### src/rtl/quad_gen_if.sv
// Command channel for quad_gen: one move request (direction, step count, step
// period) carried over a valid/ready handshake.
interface quad_gen_if #(
   parameter int WIDTH     = 8,
   parameter int DIV_WIDTH = 16
);
   logic                 cmd_valid;
   logic                 cmd_ready;
   logic                 cmd_dir;
   logic [WIDTH-1:0]     cmd_steps;
   logic [DIV_WIDTH-1:0] cmd_period;

   modport master (
      output cmd_valid, cmd_dir, cmd_steps, cmd_period,
      input  cmd_ready
   );

   modport slave (
      input  cmd_valid, cmd_dir, cmd_steps, cmd_period,
      output cmd_ready
   );
endinterface

### src/rtl/quad_gen.sv
// Quadrature generator: emits a Gray-code A/B sequence for a commanded number of
// steps at a programmable rate and tracks the resulting signed position.
module quad_gen #(
   parameter int WIDTH     = 8,
   parameter int DIV_WIDTH = 16
) (
   input  logic             clk,
   input  logic             reset_n,
   quad_gen_if.slave        cmd,
   input  logic             abort,
   output logic             a,
   output logic             b,
   output logic             busy,
   output logic             done,
   output logic [WIDTH-1:0] position
);

   typedef enum logic [1:0] {
      IDLE,
      RUN,
      FINISH
   } state_t;

   state_t               state, state_next;
   logic                 dir;
   logic [WIDTH-1:0]     remaining;
   logic [DIV_WIDTH-1:0] per;
   logic [DIV_WIDTH-1:0] timer;
   logic                 accept;
   logic                 due;
   logic                 step;

   assign accept = (state == IDLE) && cmd.cmd_valid;
   assign due    = (timer == DIV_WIDTH'(1));
   assign step   = (state == RUN) && due;

   always_ff @(posedge clk or negedge reset_n) begin
      if (!reset_n) begin
         state <= IDLE;
      end else begin
         state <= state_next;
      end
   end

   always_comb begin
      state_next = state;
      case (state)
         IDLE: begin
            if (cmd.cmd_valid) begin
               state_next = (cmd.cmd_steps == '0) ? FINISH : RUN;
            end
         end
         RUN: begin
            // A due transition is still emitted when abort arrives on the same cycle.
            if (due) begin
               if (remaining == WIDTH'(1) || abort) begin
                  state_next = FINISH;
               end
            end else if (abort) begin
               state_next = FINISH;
            end
         end
         FINISH:  state_next = IDLE;
         default: state_next = IDLE;
      endcase
   end

   always_comb begin
      cmd.cmd_ready = 1'b0;
      busy          = 1'b0;
      done          = 1'b0;
      case (state)
         IDLE:    cmd.cmd_ready = 1'b1;
         RUN:     busy          = 1'b1;
         FINISH:  done          = 1'b1;
         default: cmd.cmd_ready = 1'b0;
      endcase
   end

   always_ff @(posedge clk or negedge reset_n) begin
      if (!reset_n) begin
         dir       <= 1'b0;
         remaining <= '0;
         per       <= DIV_WIDTH'(1);
         timer     <= DIV_WIDTH'(1);
      end else if (accept) begin
         dir       <= cmd.cmd_dir;
         remaining <= cmd.cmd_steps;
         per       <= (cmd.cmd_period == '0) ? DIV_WIDTH'(1) : cmd.cmd_period;
         timer     <= (cmd.cmd_period == '0) ? DIV_WIDTH'(1) : cmd.cmd_period;
      end else if (state == RUN) begin
         if (due) begin
            remaining <= remaining - WIDTH'(1);
            timer     <= per;
         end else begin
            timer     <= timer - DIV_WIDTH'(1);
         end
      end
   end

   // Forward toggles A when a==b else B; reverse is the mirror image.
   always_ff @(posedge clk or negedge reset_n) begin
      if (!reset_n) begin
         a        <= 1'b0;
         b        <= 1'b0;
         position <= '0;
      end else if (step) begin
         if ((a == b) == dir) begin
            a <= ~a;
         end else begin
            b <= ~b;
         end
         position <= dir ? position + WIDTH'(1) : position - WIDTH'(1);
      end
   end

endmodule

### src/flat_wrapper.sv
// flat-port wrapper written by rule: the top's interface ports become plain ports
module quad_gen_flat 
#(
   parameter int WIDTH     = 8,
   parameter int DIV_WIDTH = 16
)
  (clk, reset_n, abort, a, b, busy, done, position, cmd_cmd_valid, cmd_cmd_dir, cmd_cmd_steps, cmd_cmd_period, cmd_cmd_ready);
  quad_gen_if #(.WIDTH(WIDTH), .DIV_WIDTH(DIV_WIDTH)) cmd_i ();
  input  logic clk;
  input  logic reset_n;
  input  logic abort;
  output logic a;
  output logic b;
  output logic busy;
  output logic done;
  output logic [WIDTH-1:0] position;
  input wire logic [$bits(cmd_i.cmd_valid)-1:0] cmd_cmd_valid;
  input wire logic [$bits(cmd_i.cmd_dir)-1:0] cmd_cmd_dir;
  input wire logic [$bits(cmd_i.cmd_steps)-1:0] cmd_cmd_steps;
  input wire logic [$bits(cmd_i.cmd_period)-1:0] cmd_cmd_period;
  output wire logic [$bits(cmd_i.cmd_ready)-1:0] cmd_cmd_ready;
  assign cmd_i.cmd_valid = cmd_cmd_valid;
  assign cmd_i.cmd_dir = cmd_cmd_dir;
  assign cmd_i.cmd_steps = cmd_cmd_steps;
  assign cmd_i.cmd_period = cmd_cmd_period;
  assign cmd_cmd_ready = cmd_i.cmd_ready;
  quad_gen #(.WIDTH(WIDTH), .DIV_WIDTH(DIV_WIDTH)) u_core (.clk(clk), .reset_n(reset_n), .cmd(cmd_i), .abort(abort), .a(a), .b(b), .busy(busy), .done(done), .position(position));
endmodule
### config.mk
export PLATFORM = sky130hd
export DESIGN_NAME = quad_gen_flat
export DESIGN_NICKNAME = d
export VERILOG_FILES = /design/src/rtl/quad_gen_if.sv /design/src/rtl/quad_gen.sv /design/src/flat_wrapper.sv
export SDC_FILE = /design/constraint.sdc
export NUM_CORES = 1
export LEC_CHECK = 0
export CAP_MARGIN = 20
export CORE_AREA = 10 10 73 122
export DETAILED_ROUTE_END_ITERATION = 7
export DIE_AREA = 0 0 83 132
export PLACE_DENSITY = 0.65
export SLEW_MARGIN = 40
export SYNTH_ARGS = -nofsm -noshare
export SYNTH_HDL_FRONTEND = slang
export SYNTH_SLANG_ARGS = --single-unit
export TNS_END_PERCENT = 20
### constraint.sdc
create_clock -name clk -period 6.9 [get_ports clk]
set_clock_uncertainty 0.1 [all_clocks]
set_input_delay 0.69 -clock clk [delete_from_list [all_inputs] [get_ports clk]]
set_output_delay 0.69 -clock clk [all_outputs]
set_load 0.005 [all_outputs]
==> results of run 1 <==
report_power, final:
group          internal (mW)  leakage [nW]  switching, mW
sequential             0.435         0.655          0.134
combinational          0.225         0.816          0.299
clock                  0.143        0.0700          0.107
metrics by stage:
step	power (mW)	utilization (%)	hold slack (ps)
2_1_floorplan	0.917	-	294
3_3_place_gp	1.07	52.1	359
3_5_place_dp	1.09	52.1	362
4_1_cts	1.34	54.2	381
5_1_grt	1.45	54.2	405
6_report	1.34	54.2	382
per-layer routing:
metal | vias to the layer above | track usage (%) | share of wire, % | routed length (um)
li1 | 1365 | - | - | -
met1 | 1311 | 16.3 | 39 | 3340
met2 | 75 | 27.8 | 54 | 4610
met3 | 19 | 3.09 | 3.4 | 284
met4 | 0 | 6.94 | 2.8 | 233
met5 | - | 0 | 0 | 0
synthesized netlist by cell type, types with 2 or more instances:
cell      number
a31oi_1        6
nand3_1        8
inv_1         13
o31ai_1        3
nand2_1       71
buf_6          2
nand4_1        2
ha_1          10
a21o_1         3
nor2_1        23
o21ai_1        8
nor4_1         9
xor2_1         5
clkbuf_1      13
nor3_1        14
a22oi_1        2
o22a_1         3
o22ai_1        5
dfrtp_1       51
dfstp_2        2
o32a_1         2
a21oi_1       22
or3_1          3
o21ai_0       27
a41oi_1        2
a221o_1        5
o221ai_1       2
o41ai_1        2
o211ai_1       2
xnor2_1        6
o21bai_1       2
nor3b_1        2
and3_1         3
nand2b_1       3
registers in the layout, indices dropped and copies added (netlist names):
name              cells
u_core.b              1
u_core.remaining      8
u_core.a              1
u_core.state          2
u_core.dir            1
u_core.per           16
u_core.timer         16
u_core.position       8
cell families (layout without fill, tap and decap cells):
family          Yosys count  after routing  share of synthesized area (%)
xor+xnor                 11             11                           3.13
compound gates          107            107                           22.7
flops                    53             53                           43.1
mux                       2              2                          0.690
buf+inv                  29             65                           4.02
fa+ha+maj                11             11                           4.71
simple gates            145            145                           21.6
worst max-delay path: stages (launching register included):
cell             delay [ps]
dfrtp_1                 510
nand2b_1                350
clkinv_1                510
clkdlybuf4s50_1         610
worst max-delay path by stage:
stage                                            from  depth (start not counted)                               to  slack, ps
after global routing      u_core.state[1]$_DFFE_PN0P_                          3                             busy       3730
after detailed placement  u_core.timer[0]$_DFFE_PN1P_                          5  u_core.remaining[7]$_DFFE_PN0P_       3790
after global placement                  cmd_cmd_valid                          5  u_core.remaining[4]$_DFFE_PN0P_       3910
final                     u_core.state[1]$_DFFE_PN0P_                          3                             busy       3840
after CTS                 u_core.timer[0]$_DFFE_PN1P_                          6      u_core.timer[3]$_DFFE_PN0P_       3800
after floorplan           u_core.timer[0]$_DFFE_PN1P_                          7     u_core.timer[13]$_DFFE_PN0P_       4370
layout make-up:
| type | count | area [um2] |
|---|---|---|
| Clock buffer | 7 | 143 |
| Fill cell | 659 | 3120 |
| Inverter | 14 | 52.6 |
| Multi-Input combinational cell | 276 | 1630 |
| Sequential cell | 53 | 1330 |
| Tap cell | 84 | 105 |
| Timing Repair Buffer | 44 | 428 |
==> qor.yml, run 1 <==
timing:
  setup_viol: 0
  worstMarginPinSlew_ps: 744
  hold_viol_final: 0
  drv_slew: 0
  min_period_over_period_pct: 44.4
  period_needed_ps: 3060
  tns_ps: 0
  rsz0062_at_grt: "no"
  finalWorstSetupSlack_ps: 3840
  maxSlewHeadroom_pct: 50.0
  max_clock_freq_mhz: 326
pwr:
  total_leakage_power_nw: 1.54
  p_per_area_nw_per_um2: 364
  ir_drop_mv: 0.190
setup_path:
  path_class: "reg -> out"
  end_kind: "primary output"
  worst_r2r_endpoint: "u_core.remaining[4]$_DFFE_PN0P_"
  worstReg2RegStart: "u_core.timer[0]$_DFFE_PN1P_"
  required_ps: 6110
  crit_fanout: 17
  r2r_setup_slack_ps: 4000
  cp.arrival_ps: 2270
  ff2ff_path_depth: 6
  startpoint_type: "flip-flop"
route:
  route.detailed.drc: 0
  via_per_inst: 5.79
  wl_per_cell_um: 17.7
  drtIter0Drc: 164
  vias: 2770
  drtAntennaViolNets: 0
  wirelength_mm: 8.46
  drt_first_pass_iters: 4
floorplanning:
  core_um2: 6810
  initial_utilization_pct: 45.3
  die_h_um: 132
  core.rowCount: 40
  ios: 42
  die_x_um: 83
  die_area_um2: 11000
clock_network:
  clockBufferDepth: 2
  cts_buffers: 5
  holdBufCountCts: 0
  cts_root_buf: "clkbuf_16"
  postCtsResizedCells: 0
  cts_max_level: 2
  cts_tree: "built"
  worst_skew_pair.late_latency_ps: 290
  cts.sinks: 53
  post_cts_buffers: 0
  clk_pin_slew_ps: 60
synth:
  synth.distinct_cells: 56
  syn-instance-count: 358
  ys_ff_latch: 53
  synth_fp_nets: 398
  syn_area_um2: 3080
  avgSynthCellArea_um2: 8.61
  async_reset_ff_share_pct: 100
  yosysTopAreaCellShare_pct: 41.4
  synth_edf_count: 0
  synthTopCellsByArea: "dfrtp_1 (41%), nand2_1 (8.6%), o21ai_0 (4.4%), ha_1 (4.1%), a21oi_1 (3.6%)"
  synth_ff_type: "dfrtp_1"
  yosys.area.top_type: "dfrtp_1"
  ys_warn_count: 0
  ys_seq_area_share_pct: 43.1
run_status:
  outcome: "completed"
layout:
  fin_cells: 478
  syn2layout_area_growth_pct: 19.8
  final_area_um2: 3690
  nets: 434
  antennaDiodeCount: 0
  drive_above_1_share_pct: 5.33
  final_cell_mix: "nand2_1 (69), dfrtp_1 (51), clkdlybuf4s50_1 (40)"
  final_common_cell: "nand2_1"
min_path:
  min_path_type: "reg -> reg"
  min_to: "u_core.position[7]$_DFFE_PN0P_"
  hp-start: "u_core.position[7]$_DFFE_PN0P_"
  min_path_cells: 1
placed_design:
  place_congestion: 0.910
  port_buffers: 41
  placedCellCount: 471
  dp_hpwl_mm: 6.25
  placed_area_um2: 3540
  place_ws_ps: 3790
global_routing:
  gr-usage-all-layers_pct: 15.3
  antenna_found_initial: 0
  globalRouteOverflowTotal: 0
  grt_pass1_vias: 2768
  grt_start_max_net_pins: 54
  grt_pass1_wl_mm: 14.0
flow_run:
  maxCapViolations: 0
Note: power is estimated with default switching activity, not from simulation.
==> inputs of run 2 (changes only) <==
==> constraint.sdc (replaced) <==
create_clock -name clk -period 3.1 [get_ports clk]
set_clock_uncertainty 0.1 [all_clocks]
set_input_delay 0.31 -clock clk [delete_from_list [all_inputs] [get_ports clk]]
set_output_delay 0.31 -clock clk [all_outputs]
set_load 0.005 [all_outputs]
==> run 2 against run 1 <==
Effect of this change:
- sequential power grew 120%
- via count grew 1.6%
- clock-buffer cell count stayed put
- first-iteration DRC count increased by 0.61%
- die area unchanged
- clock power rose by 130%
- register-to-register slack worse by 3600 ps
- core utilization up 0.96 points
- design area up 1.8%
- worst setup slack got worse by 3500 ps
- global-route usage rose by 0.50 points
- combinational power grew 130%
==> qor.yml, run 2 (same netlist as run 1, synthesis figures left out) <==
min_path:
  min_path_type: "reg -> reg"  # unchanged
  hp-start: "u_core.per[3]$_DFFE_PN0P_"  # was u_core.position[7]$_DFFE_PN0P_
  min_to: "u_core.per[3]$_DFFE_PN0P_"  # was u_core.position[7]$_DFFE_PN0P_
  min_path_cells: 2  # was 1
setup_path:
  crit_fanout: 13  # was 17
  worstReg2RegStart: "u_core.timer[0]$_DFFE_PN1P_"  # unchanged
  r2r_setup_slack_ps: 370  # was 4000 ps
  startpoint_type: "flip-flop"  # unchanged
  end_kind: "primary output"  # unchanged
  ff2ff_path_depth: 6  # unchanged
  cp.arrival_ps: 2370  # was 2270 ps
  required_ps: 2690  # was 6110 ps
  worst_r2r_endpoint: "u_core.state[1]$_DFFE_PN0P_"  # was u_core.remaining[4]$_DFFE_PN0P_
  path_class: "reg -> out"  # unchanged
layout:
  antennaDiodeCount: 0  # unchanged
  top_regs: "u_core.per x16, u_core.timer x16"  # unchanged
  final_cell_mix: "nand2_1 (71), dfrtp_1 (51), clkdlybuf4s50_1 (40)"  # was nand2_1 (69), dfrtp_1 (51), clkdlybuf4s50_1 (40)
  drive_above_1_share_pct: 6.70  # was 5.33%
  utilization_pct: 55.2  # was 54.2%
  n_fill_cell: 655  # was 659
  nets: 443  # was 434
  syn2layout_area_growth_pct: 21.9  # was 19.8%
  final_common_cell: "nand2_1"  # unchanged
placed_design:
  place_congestion: 0.919  # was 0.910
  dp_hpwl_mm: 6.70  # was 6.25 mm
  port_buffers: 41  # unchanged
flow_run:
  maxCapViolations: 0  # unchanged
route:
  drtIter0Drc: 165  # was 164
  wl_per_cell_um: 17.9  # was 17.7 um
  drtAntennaViolNets: 0  # unchanged
  via_per_inst: 5.78  # was 5.79
  route.detailed.drc: 0  # unchanged
  vias: 2813  # was 2,770
  drt_first_pass_iters: 4  # unchanged
  wirelength_mm: 8.72  # was 8.46 mm
global_routing:
  antenna_found_initial: 0  # unchanged
  grt_pass1_wl_mm: 14.6  # was 14.0 mm
  gr-usage-all-layers_pct: 15.8  # was 15.3%
  grt_start_max_net_pins: 37  # was 54
  grt_pass1_vias: 2934  # was 2,768
  globalRouteOverflowTotal: 0  # unchanged
timing:
  setup_viol: 0  # unchanged
  rsz0062_at_grt: "no"  # unchanged
  max_clock_freq_mhz: 359
  worstMarginPinSlew_ps: 620  # was 744 ps
  period_needed_ps: 2780
  fin_hold_ws_ps: 379  # was 382 ps
  drv_slew: 0  # unchanged
  hold_viol_final: 0  # unchanged
  maxSlewHeadroom_pct: 58.3  # was 50.0%
  min_period_over_period_pct: 89.8
  tns_ps: 0  # unchanged
floorplanning:
  core_um2: 6810  # unchanged
  die_area_um2: 11000  # unchanged
  die_h_um: 132  # unchanged
  initial_utilization_pct: 45.3  # unchanged
  ios: 42  # unchanged
  core.rowCount: 40  # unchanged
  die_x_um: 83  # unchanged
clock_network:
  clockBufferDepth: 2  # unchanged
  cts_tree: "built"  # unchanged
  worst_skew_pair.late_latency_ps: 300  # was 290 ps
  clk_pin_slew_ps: 70  # was 60 ps
  holdBufCountCts: 1  # was 0
  post_cts_buffers: 0  # unchanged
  postCtsResizedCells: 0  # unchanged
  cts_buffers: 5  # unchanged
  cts_root_buf: "clkbuf_16"  # unchanged
  cts.sinks: 53  # unchanged
  cts_max_level: 2  # unchanged
pwr:
  total_leakage_power_nw: 1.58  # was 1.54 nW
  ir_drop_mv: 0.507  # was 0.190 mV
  power_mw: 3.05  # was 1.34 mW
  p_per_area_nw_per_um2: 812  # was 364 nW/um2
run_status:
  outcome: "completed"  # unchanged
-- run 2: cell types whose count changed in the layout (fill, tap and decap cells not counted), sizes merged --
| cell | previous run | this run |
|---|---|---|
| buf | 4 | 12 |
| dlygate4sd3 | 0 | 1 |
-- run 2: per-layer routing --
metal	share of wire, %	wire length (um)	vias up	global-route usage, %
met4	2.9	256	0	6.37
met2	54	4720	63	29.6
met3	3.4	297	15	3.47
met5	0	0	-	0
met1	39	3440	1349	16.3
li1	-	-	1386	-
-- run 2: how the worst max path moves through the flow --
| stage | start | endpoint | depth (start not counted) |
|---|---|---|---|
| floorplan | u_core.timer[0]$_DFFE_PN1P_ | u_core.timer[13]$_DFFE_PN0P_ | 7 |
| global placement | u_core.timer[0]$_DFFE_PN1P_ | u_core.state[1]$_DFFE_PN0P_ | 6 |
| detailed placement | u_core.timer[0]$_DFFE_PN1P_ | u_core.state[1]$_DFFE_PN0P_ | 6 |
| CTS | u_core.state[1]$_DFFE_PN0P_ | busy | 4 |
| global route | u_core.timer[0]$_DFFE_PN1P_ | u_core.state[1]$_DFFE_PN0P_ | 6 |
| finish | u_core.state[1]$_DFFE_PN0P_ | busy | 4 |
-- run 2: layout make-up --
cell class,count,area [um2],area share (%)
Sequential cell,53,1330,35.4
Timing Repair Buffer,53,498,13.3
Multi-Input combinational cell,276,1630,43.4
Inverter,14,52.6,1.40
Tap cell,84,105,2.80
Clock buffer,7,143,3.80
-- run 2: worst max-delay path, stage by stage, from the launching register on --
cell             delay [ps]
dfrtp_1                 520
nand2b_1                360
clkinv_1                430
buf_4                   300
clkdlybuf4s50_1         450
-- run 2: per-stage QoR --
| step | setup slack, ps | instances | cell area, um2 |
|---|---|---|---|
| floorplan | 574 | 358 | 3080 |
| global placement | 464 | 479 | 3600 |
| detailed placement | 393 | 479 | 3600 |
| CTS | 341 | 487 | 3760 |
| global route | 228 | 487 | 3760 |
| finish | 316 | 487 | 3760 |
-- run 2: power by group --
| part | switching, mW | internal, mW | total [mW] |
|---|---|---|---|
| registers | 0.309 | 0.969 | 1.28 |
| logic | 0.671 | 0.530 | 1.20 |
| clock network | 0.252 | 0.318 | 0.570 |
| total | 1.23 | 1.82 | 3.05 |
==> inputs of run 3 (changes only) <==
--- a/config.mk
+++ b/config.mk
@@ -6,10 +6,11 @@
 export NUM_CORES = 1
 export LEC_CHECK = 0
 export CAP_MARGIN = 20
-export CORE_AREA = 10 10 73 122
+export CORE_AREA = 2 2 65 114
 export DETAILED_ROUTE_END_ITERATION = 7
-export DIE_AREA = 0 0 83 132
+export DIE_AREA = 0 0 67 116
 export PLACE_DENSITY = 0.65
+export SKIP_LAST_GASP = 1
 export SLEW_MARGIN = 40
 export SYNTH_ARGS = -nofsm -noshare
 export SYNTH_HDL_FRONTEND = slang
==> run 3 against run 2 <==
Effect of this change:
- hold slack better by 3.4 ps
- clock-buffer cell count did not move
- cell count is the same
- critical path type is now reg -> reg
- largest power group unchanged
==> qor.yml, run 3 (same netlist as run 1, synthesis figures left out) <==
run_status:
  outcome: "completed"  # unchanged
min_path:
  min_path_cells: 2  # unchanged
  min_path_type: "reg -> reg"  # unchanged
timing:
  rsz0062_at_grt: "no"  # unchanged
  setup_viol: 0  # unchanged
  drv_slew: 0  # unchanged
  maxSlewHeadroom_pct: 53.2  # was 58.3%
  period_needed_ps: 2740  # was 2780 ps
  worstMarginPinSlew_ps: 695  # was 620 ps
  min_period_over_period_pct: 88.5  # was 89.8%
  tns_ps: 0  # unchanged
  hold_viol_final: 0  # unchanged
  max_clock_freq_mhz: 365  # was 359 MHz
clock_network:
  worst_skew_pair.late_latency_ps: 290  # was 300 ps
  clk_pin_slew_ps: 70  # about the same
  post_cts_buffers: 0  # unchanged
  cts_max_level: 2  # unchanged
  cts_tree: "built"  # unchanged
  cts.sinks: 53  # unchanged
  cts_buffers: 5  # unchanged
  cts_root_buf: "clkbuf_16"  # unchanged
  clockBufferDepth: 2  # unchanged
route:
  wirelength_mm: 8.38  # was 8.72 mm
  vias: 2822  # was 2,813
  drt_first_pass_iters: 4  # unchanged
  drtIter0Drc: 134  # was 165
  wl_per_cell_um: 17.2  # was 17.9 um
  route.detailed.drc: 0  # unchanged
  drtAntennaViolNets: 0  # unchanged
  via_per_inst: 5.79  # was 5.78
global_routing:
  gr-usage-all-layers_pct: 24.3  # was 15.8%
  grt_start_max_net_pins: 34  # was 37
  globalRouteOverflowTotal: 0  # unchanged
  antenna_found_initial: 0  # unchanged
  grt_pass1_wl_mm: 14.1  # was 14.6 mm
  grt_pass1_vias: 2876  # was 2,934
pwr:
  power.share.switching_pct: 40.3  # was 40.4%
  p_per_area_nw_per_um2: 809  # was 812 nW/um2
  p_int_mw: 1.82  # about the same
  ir_drop_mv: 0.506  # was 0.507 mV
  power_mw: 3.04  # was 3.05 mW
  p_comb_share_pct: 39.5  # was 39.4%
  pwr-share-seq_pct: 42.0  # was 41.9%
  p_switching_mw: 1.22  # was 1.23 mW
  total_leakage_power_nw: 1.58  # about the same
  clockPowerShare_pct: 18.6  # was 18.7%
flow_run:
  maxCapViolations: 0  # unchanged
layout:
  n_fill_cell: 678  # was 655
  final_common_cell: "nand2_1"  # unchanged
  utilization_pct: 55.2  # about the same
  nets: 443  # unchanged
  syn2layout_area_growth_pct: 22.0  # was 21.9%
  seq_area_um2: 1330  # unchanged
  multi_input_area_um2: 1630  # unchanged
  drive_above_1_share_pct: 6.70  # unchanged
  final_area_um2: 3760  # about the same
  top_regs: "u_core.per x16, u_core.timer x16"  # unchanged
  antennaDiodeCount: 0  # unchanged
  final_cell_mix: "nand2_1 (71), dfrtp_1 (51), clkdlybuf4s50_1 (40)"  # unchanged
  fin_cells: 487  # unchanged
floorplanning:
  core_um2: 6810  # unchanged
  die_area_um2: 7770  # was 11,000 um2
  initial_utilization_pct: 45.3  # unchanged
  core.rowCount: 40  # unchanged
  die_h_um: 116  # was 132 um
  ios: 42  # unchanged
  die_x_um: 67  # was 83 um
setup_path:
  ff2ff_path_depth: 6  # unchanged
  required_ps: 3230  # was 2690 ps
  cp.arrival_ps: 2870  # was 2370 ps
  crit_path_top_delay_cell: "or4_4"  # was dfrtp_1
  startpoint_type: "flip-flop"  # unchanged
  worstPathCellList: "ha_1 -> or4b_4 -> or4_4 -> nor2_2 -> a311o_1 -> and3_1"  # was nand2b_1 -> clkinv_1 -> buf_4 -> clkdlybuf4s50_1
  end_kind: "flip-flop"  # was primary output
  critPathMaxStageDelay_ps: 650  # was 520 ps
  crit_fanout: 20  # was 13
  path_class: "reg -> reg"  # was reg -> out
placed_design:
  port_buffers: 41  # unchanged
  placedCellCount: 479  # unchanged
  place_congestion: 0.943  # was 0.919
  placed_area_um2: 3600  # unchanged
  dp_hpwl_mm: 6.33  # was 6.70 mm
run 3: metal layers:
layer	GRT usage [%]	vias up	share of wire (%)
met3	4.17	17	3.0
met4	12.9	0	3.8
li1	-	1394	-
met5	0	-	0
met2	42.2	65	53
met1	27.6	1346	40
run 3: power by group through the flow:
stage	logic (mW)	registers, mW	clock network (mW)
detailed placement	1.20	1.27	0
global placement	1.16	1.27	0
finish	1.20	1.28	0.564
floorplan	0.878	1.16	0
global route	1.35	1.32	0.609
CTS	1.20	1.27	0.575
run 3: final cells by class:
cell class	count	share of cell area (%)
clock buffer	7	3.79
multi-input combinational	276	43.3
timing repair buffer	53	13.3
sequential	53	35.4
inverter	14	1.40
tap	84	2.80
run 3: final timing paths:
check	from	endpoint	slack (ps)
setup / recovery	u_core.timer[0]$_DFFE_PN1P_	u_core.state[1]$_DFFE_PN0P_	360
hold / removal	u_core.per[1]$_DFFE_PN0P_	u_core.per[1]$_DFFE_PN0P_	380
setup reg to reg	u_core.timer[0]$_DFFE_PN1P_	u_core.state[1]$_DFFE_PN0P_	360
hold reg to reg	u_core.per[1]$_DFFE_PN0P_	u_core.per[1]$_DFFE_PN0P_	380
max in group asynchronous	reset_n	u_core.timer[10]$_DFFE_PN0P_	1850
min in group asynchronous	reset_n	u_core.per[13]$_DFFE_PN0P_	400
run 3: repair_timing:
item | 4_1_cts | 5_1_grt
setup endpoints to repair | 0 | 0
endpoints found under the hold margin | 0 | 30
resized for setup | 0 | 0
hold buffers | 0 | 1
run 3: stage by stage:
stage	setup slack, ps	hold WS [ps]
final	357	382
after global routing	248	407
after CTS	370	10.5
after detailed placement	391	329
after global placement	465	323
after floorplan	574	-85.6
run 3: critical path, delay by kind of cell, from the launching register on:
family	cells	cell delay, ps
adder cells (fa/ha/maj)	1	160
flip-flops	1	590
AO/OA/AOI/OAI	1	230
AND/OR/NAND/NOR	4	1590
